`src/rtl/pmem_arbiter.sv`:
```
// Shares the single physical-memory line port between the icache and dcache.
// One owner at a time; its command is registered and held until mem_resp.
module pmem_arbiter #(
  parameter int unsigned ADDR_W = 32,
  parameter int unsigned LINE_W = 256
) (
  input  logic              clk,
  input  logic              rst,
  input  logic              i_pmem_read,
  input  logic [ADDR_W-1:0] i_pmem_address,
  output logic [LINE_W-1:0] i_pmem_rdata,
  output logic              i_pmem_resp,
  input  logic              d_pmem_read,
  input  logic              d_pmem_write,
  input  logic [ADDR_W-1:0] d_pmem_address,
  input  logic [LINE_W-1:0] d_pmem_wdata,
  output logic [LINE_W-1:0] d_pmem_rdata,
  output logic              d_pmem_resp,
  output logic              mem_read,
  output logic              mem_write,
  output logic [ADDR_W-1:0] mem_address,
  output logic [LINE_W-1:0] mem_wdata,
  input  logic [LINE_W-1:0] mem_rdata,
  input  logic              mem_resp
);

  typedef enum logic {IDLE, BUSY} state_e;

  state_e              state_q, state_d;
  logic                owner_q, owner_d;   // 0 = icache, 1 = dcache
  logic                last_q, last_d;
  logic                op_read_q, op_read_d;
  logic                op_write_q, op_write_d;
  logic [ADDR_W-1:0]   addr_q, addr_d;
  logic [LINE_W-1:0]   wdata_q, wdata_d;

  logic i_req, d_req, win_d;

  assign i_req = i_pmem_read;
  assign d_req = d_pmem_read | d_pmem_write;
  // D wins when alone, or on a tie when I held the most recent grant.
  assign win_d = d_req & (~i_req | ~last_q);

  always_comb begin
    state_d    = state_q;
    owner_d    = owner_q;
    last_d     = last_q;
    op_read_d  = op_read_q;
    op_write_d = op_write_q;
    addr_d     = addr_q;
    wdata_d    = wdata_q;
    case (state_q)
      IDLE: begin
        if (i_req | d_req) begin
          state_d = BUSY;
          owner_d = win_d;
          last_d  = win_d;
          if (win_d) begin
            // A simultaneous read+write from D is forwarded as a write only.
            op_write_d = d_pmem_write;
            op_read_d  = ~d_pmem_write;
            addr_d     = d_pmem_address;
            wdata_d    = d_pmem_wdata;
          end else begin
            op_write_d = 1'b0;
            op_read_d  = 1'b1;
            addr_d     = i_pmem_address;
            wdata_d    = '0;
          end
        end
      end
      BUSY: begin
        if (mem_resp) begin
          state_d    = IDLE;
          op_read_d  = 1'b0;
          op_write_d = 1'b0;
        end
      end
      default: state_d = IDLE;
    endcase
  end

  always_ff @(posedge clk or negedge rst) begin
    if (!rst) begin
      state_q    <= IDLE;
      owner_q    <= 1'b0;
      last_q     <= 1'b1;
      op_read_q  <= 1'b0;
      op_write_q <= 1'b0;
      addr_q     <= '0;
      wdata_q    <= '0;
    end else begin
      state_q    <= state_d;
      owner_q    <= owner_d;
      last_q     <= last_d;
      op_read_q  <= op_read_d;
      op_write_q <= op_write_d;
      addr_q     <= addr_d;
      wdata_q    <= wdata_d;
    end
  end

  assign mem_read     = op_read_q;
  assign mem_write    = op_write_q;
  assign mem_address  = addr_q;
  assign mem_wdata    = wdata_q;
  assign i_pmem_rdata = mem_rdata;
  assign d_pmem_rdata = mem_rdata;
  assign i_pmem_resp  = (state_q == BUSY) & mem_resp & ~owner_q;
  assign d_pmem_resp  = (state_q == BUSY) & mem_resp & owner_q;

endmodule

```
`config.mk`:
```
export PLATFORM = sky130hd
export DESIGN_NAME = pmem_arbiter
export DESIGN_NICKNAME = d
export VERILOG_FILES = /design/src/rtl/pmem_arbiter.sv
export SDC_FILE = /design/constraint.sdc
export NUM_CORES = 1
export LEC_CHECK = 0
export BUFFER_PORTS_ARGS = -buffer_cell sky130_fd_sc_hd__buf_2
export CORE_AREA = 2 2 547 549
export DETAILED_ROUTE_END_ITERATION = 10
export DIE_AREA = 0 0 549 551
export GPL_ROUTABILITY_DRIVEN = 0
export PLACE_DENSITY = 0.33
export SYNTH_ARGS = -nofsm -noshare
export SYNTH_HDL_FRONTEND = slang
export SYNTH_SLANG_ARGS = --single-unit
export TNS_END_PERCENT = 30
```
`constraint.sdc`:
```
create_clock -name clk -period 1.8 [get_ports clk]
set_input_delay 0.09 -clock clk [delete_from_list [all_inputs] [get_ports clk]]
set_output_delay 0.09 -clock clk [all_outputs]
set_load 0.01 [all_outputs]
```
==> results.md <==
- Compared with the post-synthesis result, the final layout area differs by 62.4%.
- Prior to clock tree synthesis, the placed netlist has a worst setup slack of 0.111 ns.
- The critical register-to-register path endpoint is mem_wdata[162].
- After detailed routing, the total wire length is 134000 µm.
- The H-tree was split into 2 levels.
- The tree is rooted in a clkbuf_16.
- The via count of the first global-routing pass is 12600.
- The number of port buffers is 617.
- For this run, the number of Yosys warnings is 0.
- In the finished design, the share of the clock period the worst path needs comes to 95.0%.
- The number of antenna-violating nets in the routed design is 0.
- Synthesis produced a netlist whose cell count is 1243.
- The net count after synthesis is 1825.
- The required time of the critical path is 2.37 ns.
- In this run the worst path has a maximum fanout of 120.
- The worst setup path is launched from a register.
- The top-area cell type share of the netlist area is 49.9%.
- In this run the power density over the cells is 1060 mW/mm².
- The maximum clock skew at final layout is 0.0252 ns.
- The detailed-route vias per instance is 2.10.
- In this run, synthesis inferred 0 flip-flops with an integrated enable.
- Setup violations remaining at the end of the flow were counted as 0.
- The share of the core filled with cells is 8.02%.
- The depth of the worst register-to-register path is 3.
- The die covers 0.302 mm².
- Once routing completed, OpenROAD measured the worst setup slack at 0.0909 ns.
- Counting along the longest clock path gives a buffer depth of 3.
- The core outline area is 0.296 mm².
- After routing, the total negative slack on setup checks comes to 0 ns.
- The violation count after the first detailed-routing iteration is 857.
- The worst setup path is captured at a register.
- The mapped netlist covers 0.0146 mm².
- The routed layout has 11900 vias.
- After clock tree synthesis, the clock-pin slew on the worst setup and hold paths is 0.06 ns.
- The sequential area share after synthesis is 50.1%.
- The final-report max-slew violation count is 0.
- The maximum frequency from static timing analysis is 0.585 GHz.
- The run finished with clean final reports.
- The post-synthesis sequential element count is 293.
- The largest area contributor in the netlist is dfrtp_1.
- The largest net degree at the start of global routing is 121.
- The transition time of the tightest slew-check pin is 0.804 ns.
- The final critical delay including setup and external delays is 1.71 ns.
- The ratio of cells with drive above 1 in the final layout is 43.1%.
- In this run, CTS created clock tree buffers numbering 46.
- The number of maximum-capacitance violations is 0.
- Each instance of the synthesized netlist takes up on average 11.8 µm².
- In this run the static leakage power is 10.0 nW.
- The startpoint of the lowest-slack register-to-register path is state_q.
- Ranked by total cell area, the synthesized netlist is headed by dfrtp_1 (50%), buf_4 (26%), a22o_1 (15%), mux2i_1 (2.3%), o21ai_0 (2.1%).
- The die width is 549 µm.
- The pre-antenna-repair detailed-routing pass consisted of 5 iterations.
- The type of the most critical hold path is primary input to asynchronous set/reset pin.
- The worst register-to-register path has a setup slack of 0.09 ns.
- For this design the top-level I/O count stands at 1386.
- The vertical die dimension is 551 µm.
- At the end of the flow, the number of nets in the layout was 2285.
- Detailed placement ended at an HPWL of 115000 µm.
- The classification of the worst setup path is register to register.
- The per-cell routed wire length is 23.6 µm.
- The most used flip-flop cell after synthesis is dfrtp_1.
- The clock tree from TritonCTS is built.
- The count of different cell masters after synthesis is 22.
- IR analysis of the VDD net gives a maximum drop of 0.000626 V.
- For the worst-skew pair, the clock arrives at the later sink with an insertion delay of 0.72 ns.
- The async set or reset register ratio after synthesis is 100%.
- The worst slew margin relative to its limit is 46.4%.
- The total overflow left after global routing is 0.
- The first global-routing pass estimated 160000 µm of wire.
- The initial antenna violation count is 88.
- The number of remaining DRC errors is 0.
- The number of core rows is 200.
- For this run, the total global-route usage over all layers was measured as 8.51%.
- The count of endpoints failing hold in the final timing report is 0.
- For this configuration, the core starts out at a cell density of 4.94%.
- For this design, the sink count on the clock tree is 293.
- The arrival time of the worst setup path is 2.28 ns.
- Setup repair after global routing left no endpoint under its margin.
## metrics by stage
step / hold WS [ns] / area [µm²] / std cells / total power [W]
after floorplan: -0.206 / 14600 / 1243 / 0.0119
after global placement: 0.00708 / 18900 / 5265 / 0.0156
after detailed placement: 0.00836 / 18900 / 5265 / 0.0156
after CTS: 0.0326 / 23700 / 5674 / 0.0262
after global routing: 0.0726 / 23700 / 5681 / 0.0270
final: 0.106 / 23800 / 5690 / 0.0253
## repair_timing
action,CTS,global route
setup endpoints to repair,0,40
gates resized for setup,0,3
hold endpoints to repair,584,1
setup buffers,0,2
hold buffers,326,1
## power by group
group / switching [W] / total [W] / internal (W)
registers: 0.000779 / 0.00861 / 0.00783
logic: 0.00466 / 0.00733 / 0.00267
clock network: 0.00396 / 0.00935 / 0.00540
total: 0.00940 / 0.0253 / 0.0159
## per-layer routing
layer / vias to the layer above / GRT usage, % / share of wire (%)
met3: 536 / 8.68 / 23
met4: 16 / 5.72 / 7.5
met1: 5495 / 7.69 / 31
li1: 4811 / - / -
met2: 1072 / 11.4 / 38
met5: - / 1.38 / 0.48
## critical path: stages, from the launching register on
cell and delay [ns]:
dfrtp_1 0.41, or2_4 0.31, buf_12 0.22, a22o_1 0.40
## worst max-delay path by stage
stage,startpoint,end
floorplan,state_q,mem_wdata[227]
global placement,last_q,mem_wdata[150]
detailed placement,last_q,mem_address[2]
CTS,last_q,mem_address[0]
global route,state_q,i_pmem_resp
finish,state_q,mem_wdata[162]
## flip-flops by register name, indices dropped and copies added (netlist names)
name         flops
mem_read         1
owner_q          1
mem_write        1
mem_wdata      256
last_q           1
mem_address     32
state_q          1
## cell usage after synthesis, types with 2 or more instances
cell,n
o21ai_1,3
clkbuf_1,12
buf_6,20
o21ai_0,61
a21o_1,2
dfrtp_1,292
a22o_1,256
buf_4,513
mux2i_1,33
buf_2,39
## layout make-up
class | instances | area, µm²
clock inverters | 21 | 239
well taps | 3939 | 4930
fillers | 34500 | 273000
diodes | 13 | 32.5
clock buffers | 62 | 1270
multi-input cells | 365 | 3020
repair buffers | 996 | 6940
flip-flops and latches | 293 | 7330
inverters | 1 | 3.75
## kinds of logic after synthesis
kind of cell	after synthesis	synth area share, %
flops	293	50.1
simple gates	5	0.205
buf+inv	585	29.5
compound gates	327	17.9
mux	33	2.26
## layout by cell type, fill, tap and decap left out, types with 13 or more instances in the layout
| master | n |
|---|---|
| mux2i_1 | 33 |
| clkbuf_16 | 46 |
| buf_2 | 616 |
| dlygate4sd3_1 | 325 |
| o21ai_0 | 61 |
| buf_12 | 13 |
| diode_2 | 13 |
| a22o_1 | 256 |
| buf_4 | 39 |
| dfrtp_1 | 292 |
Note: power is estimated with default switching activity, not from simulation.
